--- src/rtl/exam1_a_pkg.sv ---
// Shared constants for the exam1_a registered mini-ALU.
// Build option: EXAM1_A_SUB_EN turns opcode 2'b10 into a signed subtract.
package exam1_a_pkg;

  localparam int WIDTH = 8;

  localparam logic [1:0] OP_MUL     = 2'b00;
  localparam logic [1:0] OP_APPEND  = 2'b01;
  localparam logic [1:0] OP_SUB_DEF = 2'b10;
  localparam logic [1:0] OP_PLUS    = 2'b11;

endpackage

--- src/rtl/exam1_a_mul.sv ---
// Combinational signed WIDTH x WIDTH -> 2*WIDTH shift-add multiplier.
// The operand MSB carries negative weight, so its partial product is subtracted.
module exam1_a_mul #(
  parameter int WIDTH = 8
) (
  input  logic signed [WIDTH-1:0]   a_i,
  input  logic signed [WIDTH-1:0]   b_i,
  output logic signed [2*WIDTH-1:0] p_o
);

  localparam int RW = 2 * WIDTH;

  logic [RW-1:0] a_ext;
  logic [RW-1:0] pp  [WIDTH];
  logic [RW-1:0] acc [WIDTH+1];

  assign a_ext  = {{WIDTH{a_i[WIDTH-1]}}, a_i};
  assign acc[0] = '0;

  genvar gi;
  generate
    for (gi = 0; gi < WIDTH - 1; gi++) begin : g_pos_pp
      assign pp[gi] = b_i[gi] ? (a_ext << gi) : '0;
    end
  endgenerate

  // Two's-complement negation of the MSB-weighted row.
  assign pp[WIDTH-1] = b_i[WIDTH-1] ? (~(a_ext << (WIDTH - 1)) + RW'(1)) : '0;

  generate
    for (gi = 0; gi < WIDTH; gi++) begin : g_acc
      assign acc[gi+1] = acc[gi] + pp[gi];
    end
  endgenerate

  assign p_o = acc[WIDTH];

endmodule

--- src/rtl/exam1_a.sv ---
// Registered signed mini-ALU: MUL / APPEND / PLUS / DEFAULT, one op per cycle, 1-cycle latency.
// Build option: EXAM1_A_SUB_EN makes opcode 2'b10 compute A - B instead of 0.
module exam1_a #(
  parameter int WIDTH = exam1_a_pkg::WIDTH
) (
  input  logic                      clk,
  input  logic                      rst,
  input  logic signed [WIDTH-1:0]   A,
  input  logic signed [WIDTH-1:0]   B,
  input  logic        [1:0]         ctrl,
  output logic signed [2*WIDTH-1:0] out
);

  import exam1_a_pkg::*;

  localparam int RW = 2 * WIDTH;

  logic [RW-1:0] a_ext;
  logic [RW-1:0] b_ext;
  logic [RW-1:0] mul_res;
  logic [RW-1:0] app_res;
  logic [RW-1:0] plus_res;
  logic [RW-1:0] def_res;
  logic [RW-1:0] out_d;
  logic [RW-1:0] out_q;

  assign a_ext = {{WIDTH{A[WIDTH-1]}}, A};
  assign b_ext = {{WIDTH{B[WIDTH-1]}}, B};

  exam1_a_mul #(
    .WIDTH (WIDTH)
  ) u_mul (
    .a_i (A),
    .b_i (B),
    .p_o (mul_res)
  );

  assign app_res  = {A, B};
  assign plus_res = a_ext + b_ext;

`ifdef EXAM1_A_SUB_EN
  assign def_res = a_ext - b_ext;
`else
  assign def_res = '0;
`endif

  // Any opcode that matches nothing (including X/Z) falls to the default result.
  always_comb begin
    out_d = def_res;
    case (ctrl)
      OP_MUL:     out_d = mul_res;
      OP_APPEND:  out_d = app_res;
      OP_PLUS:    out_d = plus_res;
      OP_SUB_DEF: out_d = def_res;
      default:    out_d = def_res;
    endcase
  end

  always_ff @(posedge clk or posedge rst) begin
    if (rst) begin
      out_q <= '0;
    end else begin
      out_q <= out_d;
    end
  end

  assign out = out_q;

endmodule

--- config.mk ---
export PLATFORM = sky130hd
export DESIGN_NAME = exam1_a
export DESIGN_NICKNAME = d
export VERILOG_FILES = /design/src/rtl/exam1_a_pkg.sv /design/src/rtl/exam1_a_mul.sv /design/src/rtl/exam1_a.sv
export SDC_FILE = /design/constraint.sdc
export NUM_CORES = 1
export LEC_CHECK = 0
export CORE_MARGIN = 2
export CORE_UTILIZATION = 50
export DETAILED_ROUTE_END_ITERATION = 8
export PLACE_DENSITY_LB_ADDON = 0.3
export SYNTH_ARGS = -nofsm -noshare
export SYNTH_HDL_FRONTEND = slang
export SYNTH_HIERARCHICAL = 1
export SYNTH_SLANG_ARGS = --single-unit
--- constraint.sdc ---
create_clock -name clk -period 0.8 [get_ports clk]
set_input_delay 0.08 -clock clk [delete_from_list [all_inputs] [get_ports clk]]
set_output_delay 0.08 -clock clk [all_outputs]
set_load 0.02 [all_outputs]
Word level (Yosys, flattened, before mapping)
Cells that the tools add are included. Widths: inputs -> output; s select.

Flip-flop bits (word level): 16. Output and inout port bits: 16.

Muxes and demuxes: 9. Reduce and logical (&&, ||, !) cells: 1. Bitwise logic cells: 1. Add/sub/neg operators: 9. Eq/ne operators: 3.

Operators by type and width (count): $mux 16 (8); $add 16x16->16 (7); $pmux 16 s4 (1); $add 16x1->16 const B (1); $not 16->16 (1); $add 8x8->9 (1); $eq 2x2->1 const B (2); $eq 2x1->1 const B (1); $logic_not 2->1 (1).

Depth between registers and ports, before layout
Gate-level depths: netlist of the first run.

Depth in word-level cells: 9. Mapped depth: 20.

By module
Netlist of the first run, hierarchy kept.

Modules (own cells, without submodules): exam1_a_mul (cells an instance 262, area each 2429.8 µm², times used 1); exam1_a (cells an instance 106, area each 1097.3 µm², times used 1).

Least setup slack after synthesis of the first run
OpenSTA, ideal clock, no wires.

Path kind: input to register. Start point: in A[0]. End point: reg out_q[15] (netlist: out[15]). Setup time: 121 ps. Stages: 18. Buffers on the path: 1. Path slack: -3766 ps. Data required time: 679 ps. Data arrival time: 4445 ps. Path through: clkbuf_1 > inv_2 > ha_1 > xnor2_1 > and2_1 > fa_1 > fa_1 > fa_1 > inv_1 > fa_1 > inv_1 > ha_1 > or3_1 > o21bai_1 > a31oi_1 > o21ai_0 > xnor2_1 > a22o_1.

Cells in the longest elaborated chain, start to end: 9. Elaborated cells between the ends (all ways): 19. Those cells by class: 9 x add/sub; 9 x mux; 1 x bitwise.

RTL lines: start, declared (line exam1_a.sv:8) `input logic signed [WIDTH-1:0] A,`; $mux 16 (line exam1_a_mul.sv:23) `assign pp[gi] = b_i[gi] ? (a_ext << gi) : '0;`; $add 16x16->16 (6 in series) (line exam1_a_mul.sv:32) `assign acc[gi+1] = acc[gi] + pp[gi];`; $add 16x16->16 * (line exam1_a_mul.sv:32); net mul_res[15] (line exam1_a.sv:20) `logic [RW-1:0] mul_res;`; $pmux 16 s4 * (line exam1_a.sv:50) `case (ctrl)`; net out_d[15] (line exam1_a.sv:24) `logic [RW-1:0] out_d;`; end signal, assigned (line exam1_a.sv:63) `out_q <= out_d;`; end, declared (line exam1_a.sv:25) `logic [RW-1:0] out_q;`.

The timed path passes the listed nets; every way through them passes the cells marked *.

Final worst setup path of the first run
Start point: in A[2]. End point: reg out_q[14] (netlist: out[14]).

Same word-level chain as after synthesis.

==> results.tsv, run 1 <==
stage	metric	value	unit
job	max-cap-violations	0	
place	port_buffers	35	
yosys	syn_inst	368	
global_route	grt_pass1_wl	16960	um
timing	period_share	514.3	%
detailed_routing	first_pass_iters	5	
yosys	yosysWarningCount	6	
yosys	synth_seq_cells	16	
global_route	antenna_found_initial	0	
timing	fmax	243.1	MHz
pwr	p_leak	2.485	nW
place	place.gp.congestion	0.8965	
global_route	first_global_vias	3569	
critical_path	cp-start-kind	primary input	
die	core_area	6794	um^2
outcome	violations	negative setup slack	
critical_path	cp.arrival	4.26	ns
detailed_routing	drc_errors	0	
critical_path	crit_path_end_kind	register	
finish	syn_to_final_growth	48.92	%
finish	drive_gt1_share	44.94	%
timing	hold_viol	0	
die	fp.dieW	87.99	um
global_route	grtUsageMet1	32.53	%
timing	setup_ws	-3.314	ns
pwr	ir_worst_vdd	0.001556	V
die	start_util	51.92	%
die	fp.dieH	87.99	um
clock_tree	cts_sinks	16	
global_route	use_met2	55.23	%
clock_tree	root_buffer	clkbuf_8	
global_route	grt.overflow.total	0	
finish	final_nets	601	
clock_tree	clk_path_buf_depth	2	
yosys	synth_ff_type	dfrtp_1	
place	place_hpwl	7915	um
detailed_routing	drt_iter0_markers	177	
yosys	synth-edff-count	0	
die	fp.dieArea	7742	um^2
detailed_routing	totalWireLength	10980	um
pwr	power	14.73	mW
global_route	grt_max_degree	19	
yosys	async_flop_share	100.0	%
finish	largest_reg_flops	16	
place	dp_slack	-4.087	ns
timing	setup_violations	32	
detailed_routing	ant_nets	0	
detailed_routing	viasPerCell	5.476	
timing	finalMaxSlewViolations	0	
critical_path	cp.required	0.94	ns
finish	postLayoutCoreUtil	77.31	%
finish	filler_cell_count	415	
timing	tns	-36.88	ns
clock_tree	cts_tree	done	
die	row_count	30	
yosys	yosys.cell_types.count	53	
yosys	avgSynthCellArea	9.585	um^2
critical_path	critPathMaxFanout	4	
yosys	synth_area	3527	um^2
outcome	outcome	finished with violations	
pwr	power_density	2804	nW/um^2
global_route	grt_usage	29.07	%
yosys	seq_area_frac_synth	11.35	%
clock_tree	numCtsBuffers	3	
die	boundaryPins	36	
timing	rsz0062_at_grt	true	
global_route	grt.busiest_layer	met2	
detailed_routing	wl_per_cell	18.60	um
timing	tightest_slew	0.6195	ns
timing	post-route-min-period	4.114	ns
critical_path	timing_worst_setup_path_type	in -> reg	
clock_tree	htreeDepth	1	
finish	diodes	0	
min_path	hold_class	in -> async	
place	place_area	4678	um^2
timing	slew_headroom	58.65	%
detailed_routing	via_count	3231	
finish	fin_area	5253	um^2
clock_tree	clk_pin_slew	0.06	ns
global_route	use_met3	3.864	%
yosys	syn-num-nets	474	
[power breakdown]
group	internal [mW]	total [mW]	switching, mW	leakage (nW)
combinational	6.69	12.8	6.15	2.26
clock	0.436	0.700	0.264	0.0288
sequential	1.07	1.18	0.117	0.200
total	8.19	14.7	6.54	2.49
[placed cells by master, fill, tap and decap left out, types with 3 or more instances in the layout]
cell type,count
a21o_1,5
ha_4,12
buf_4,75
o21ai_1,7
inv_2,11
a211o_1,3
and2_1,28
a21oi_1,6
and2_4,13
and3_1,3
nand3_1,3
nand2_1,22
xnor2_1,14
a21oi_2,3
fa_1,49
clkdlybuf4s50_1,3
o2bb2ai_1,7
nand2_2,3
fa_2,9
buf_6,37
buf_2,5
inv_1,53
clkbuf_8,4
ha_1,14
a22oi_2,3
buf_12,3
a22o_1,11
dfrtp_1,16
[critical path, cell delays in order]
cell and delay (ns):
buf_4 0.15, nor2_4 0.17, nand3_4 0.11, or3_1 0.36, and3_1 0.21, fa_1 0.51
inv_1 0.05, fa_1 0.51, fa_1 0.46, fa_1 0.56, inv_1 0.08, ha_4 0.17
or3_4 0.38, o221ai_2 0.17, xnor2_1 0.09, a22o_1 0.20
[layout make-up]
class / count / area (um^2) / area share [%]
sequential: 16 / 400.4 / 7.623
inverter: 66 / 255.2 / 4.859
multi-input combinational: 275 / 3214 / 61.20
clock buffer: 4 / 55.05 / 1.048
tap: 96 / 120.1 / 2.287
timing repair buffer: 133 / 1207 / 22.99
[through the flow]
| stage | std cells | hold WS, ns |
|---|---|---|
| finish | 590 | 0.1473 |
| floorplan | 368 | -0.006261 |
| global route | 590 | 0.1638 |
| global placement | 565 | 0.4033 |
| detailed placement | 565 | 0.4259 |
| CTS | 587 | 0.1546 |
[cell usage after synthesis (2+ instances only)]
cell,instances,area [um^2]
o21bai_1,2,15.01
clkbuf_1,6,22.52
nand3b_1,2,15.01
a22oi_1,3,22.52
fa_1,58,1161
ha_1,28,350.3
inv_1,64,240.2
dfrtp_1,16,400.4
nand2_1,26,97.59
or3_1,3,18.77
o21a_1,2,15.01
xor2_1,3,26.28
o21ai_0,4,20.02
inv_2,2,7.510
mux2_1,2,22.52
a22o_1,11,96.34
a21o_1,5,37.54
o2bb2ai_1,7,61.31
and2_1,38,237.7
nor2_1,5,18.77
o21ai_1,7,35.03
o211ai_1,2,15.01
a21oi_1,10,50.05
and2_2,4,30.03
and3_1,5,31.28
nand3_1,4,20.02
buf_2,4,20.02
a31oi_1,3,18.77
xnor2_1,16,140.1
a211o_1,3,26.28
[logic make-up after synthesis]
group	Yosys count	share of synthesized area, %
compound gates	69	14.90
xor+xnor	21	6.137
fa+ha+maj	86	42.85
buf+inv	77	8.549
flops	16	11.35
mux	3	0.9577
simple gates	96	15.25
[how the worst max path moves through the flow]
stage / start / slack (ns) / end / cells past startpoint
after global routing: A[2] / -3.45 / out[14] / 16
after CTS: A[0] / -3.43 / out[15] / 19
after global placement: A[0] / -4.04 / out[15] / 19
after floorplan: A[0] / -3.30 / out[15] / 18
final: A[2] / -3.31 / out[14] / 16
after detailed placement: A[0] / -4.09 / out[15] / 19
[metal layers]
layer | wire length (um) | part of all wire, % | up-vias
met2 | 5928 | 54 | 132
met1 | 4104 | 37 | 1619
li1 | - | - | 1442
met4 | 442 | 4.0 | 0
met5 | 0 | 0 | -
met3 | 501 | 4.6 | 38
[what timing repair did]
action / CTS / global route
gates cloned: 2 / 0
endpoints found under the hold margin: 0 / 0
gates resized for setup: 203 / 47
hold buffers: 0 / 0
setup endpoints to repair: 32 / 32
pin swaps: 56 / 51
setup buffers: 16 / 7
No activity file was read; power rests on OpenSTA's default activity.
==> run 2, diff against run 1 <==
--- a/config.mk
+++ b/config.mk
@@ -5,10 +5,12 @@
 export SDC_FILE = /design/constraint.sdc
 export NUM_CORES = 1
 export LEC_CHECK = 0
+export ABC_CLOCK_PERIOD_IN_PS = 800
 export CORE_MARGIN = 2
 export CORE_UTILIZATION = 50
 export DETAILED_ROUTE_END_ITERATION = 8
 export PLACE_DENSITY_LB_ADDON = 0.3
+export SLEW_MARGIN = 25
 export SYNTH_ARGS = -nofsm -noshare
 export SYNTH_HDL_FRONTEND = slang
 export SYNTH_HIERARCHICAL = 1
==> results of run 2 <==
No change in the layout: final DEF, timing and power equal those of run 1.
==> run 3, diff against run 2 <==
--- a/config.mk
+++ b/config.mk
@@ -6,7 +6,6 @@
 export NUM_CORES = 1
 export LEC_CHECK = 0
 export ABC_CLOCK_PERIOD_IN_PS = 800
-export CORE_MARGIN = 2
 export CORE_UTILIZATION = 50
 export DETAILED_ROUTE_END_ITERATION = 8
 export PLACE_DENSITY_LB_ADDON = 0.3
==> results.tsv, run 3 (synthesis gave the netlist of run 1 again) <==
stage	metric	value	unit
critical_path	cp-start-kind	primary input	
detailed_routing	drt_iter0_markers	138	
outcome	violations	negative setup slack	
place	dp_slack	-4.147	ns
detailed_routing	totalWireLength	11510	um
critical_path	crit_path_end_kind	register	
timing	tightest_slew	0.4306	ns
job	max-cap-violations	0	
detailed_routing	ant_nets	0	
critical_path	slowest_stage	fa_1	
timing	post-route-min-period	4.381	ns
place	port_buffers	35	
detailed_routing	first_pass_iters	4	
die	fp.dieH	85.99	um
global_route	grt_usage	29.28	%
critical_path	critPathMaxFanout	3	
clock_tree	numCtsBuffers	3	
clock_tree	cts_sinks	16	
timing	rsz0062_at_grt	true	
place	place_inst	569	
finish	final_cell_mix	buf_4, fa_1, inv_1	
finish	diodes	0	
global_route	grt_pass1_wl	16480	um
finish	filler_cell_count	406	
clock_tree	cts_tree	done	
critical_path	critPathMostFrequentCell	fa_1	
clock_tree	clk_path_buf_depth	2	
timing	finalMaxSlewViolations	0	
finish	fin_cells	594	
die	boundaryPins	36	
clock_tree	clk_pin_slew	0.07	ns
timing	setup_ws	-3.581	ns
global_route	antenna_found_initial	0	
die	start_util	51.92	%
outcome	outcome	finished with violations	
global_route	grt_max_degree	17	
critical_path	slowest_delay	0.54	ns
finish	final_nets	605	
timing	fmax	228.3	MHz
pwr	ir_worst_vdd	0.001640	V
detailed_routing	viasPerCell	5.510	
critical_path	cp.arrival	4.52	ns
finish	final_common_cell	buf_4	
finish	drive_gt1_share	48.39	%
critical_path	timing_worst_setup_path_type	in -> reg	
critical_path	crit_chain	buf_12, buf_4, buf_4, nor4_4, nand3b_1, and3_1, fa_1, inv_1, fa_1, fa_1, fa_1, inv_1, ha_1, or3_4, o221ai_4, xnor2_2, a22o_1	
die	fp.dieArea	7394	um^2
timing	hold_viol	0	
place	place_hpwl	7850	um
finish	largest_reg_flops	16	
global_route	grt.overflow.total	0	
detailed_routing	drc_errors	0	
finish	syn_to_final_growth	53.32	%
die	row_count	30	
clock_tree	hold_buffers	0	
timing	period_share	547.6	%
clock_tree	htreeDepth	1	
die	core_area	6794	um^2
min_path	hold_class	in -> async	
timing	setup_violations	32	
global_route	first_global_vias	3437	
timing	slew_headroom	71.09	%
clock_tree	root_buffer	clkbuf_8	
die	fp.dieW	85.99	um
critical_path	cp.required	0.94	ns
pwr	p_leak	2.571	nW
detailed_routing	via_count	3273	
place	place.gp.congestion	0.8937	
pwr	power_density	2956	nW/um^2
timing	fin_hold_ws	0.1334	ns
detailed_routing	wl_per_cell	19.38	um
## run 3: routing by layer
metal,wire length (um),GRT usage [%],vias to the layer above
li1,-,-,1454
met1,4379,35.35,1645
met2,6189,56.20,136
met3,526,1.925,38
met4,413,7.424,0
met5,0,0,-
## run 3: timing repair
item	CTS	global route
pin swaps	42	54
endpoints found under the setup margin	32	32
cloned	1	0
gates resized for setup	181	95
buffers inserted	12	11
## run 3: cell type report
cell class | instances | area (um^2) | share of cell area, %
Multi-Input combinational cell | 275 | 3339 | 61.75
Timing Repair Buffer | 137 | 1237 | 22.88
Sequential cell | 16 | 400.4 | 7.404
Inverter | 66 | 255.2 | 4.720
Tap cell | 96 | 120.1 | 2.221
Clock buffer | 4 | 55.05 | 1.018
## run 3: critical path: cells and delay by family
kind	cells	cell delay [ns]
XOR/XNOR	1	0.13
AND/OR/NAND/NOR	4	1.18
adder cells (fa/ha/maj)	5	2.19
buffers and inverters	5	0.49
AO/OA/AOI/OAI	2	0.45
## run 3: path summary, 6_finish.rpt
check | from | endpoint | slack, ns | depth (start not counted)
max | A[3] | out[14] | -3.58 | 17
min | rst | out[13] | 0.13 | 3
min in group clk | B[5] | out[5] | 0.29 | 4
max in group asynchronous | rst | out[0] | 0.53 | 3
## run 3: where the power goes
group          switching, mW  total, mW  internal [mW]
combinational           6.95       14.1           7.14
clock                  0.270      0.706          0.436
sequential             0.119       1.18           1.07
## run 3: metrics by stage
step | setup TNS [ns] | util [%] | power [mW] | instance area, um^2
6_report | -37.54 | 79.59 | 15.98 | 5408
3_5_place_dp | -51.03 | 69.30 | 11.35 | 4708
3_3_place_gp | -50.05 | 69.30 | 10.99 | 4708
5_1_grt | -38.68 | 79.59 | 16.82 | 5408
2_1_floorplan | -34.39 | - | 7.867 | 3706
4_1_cts | -38.38 | 75.51 | 13.73 | 5130
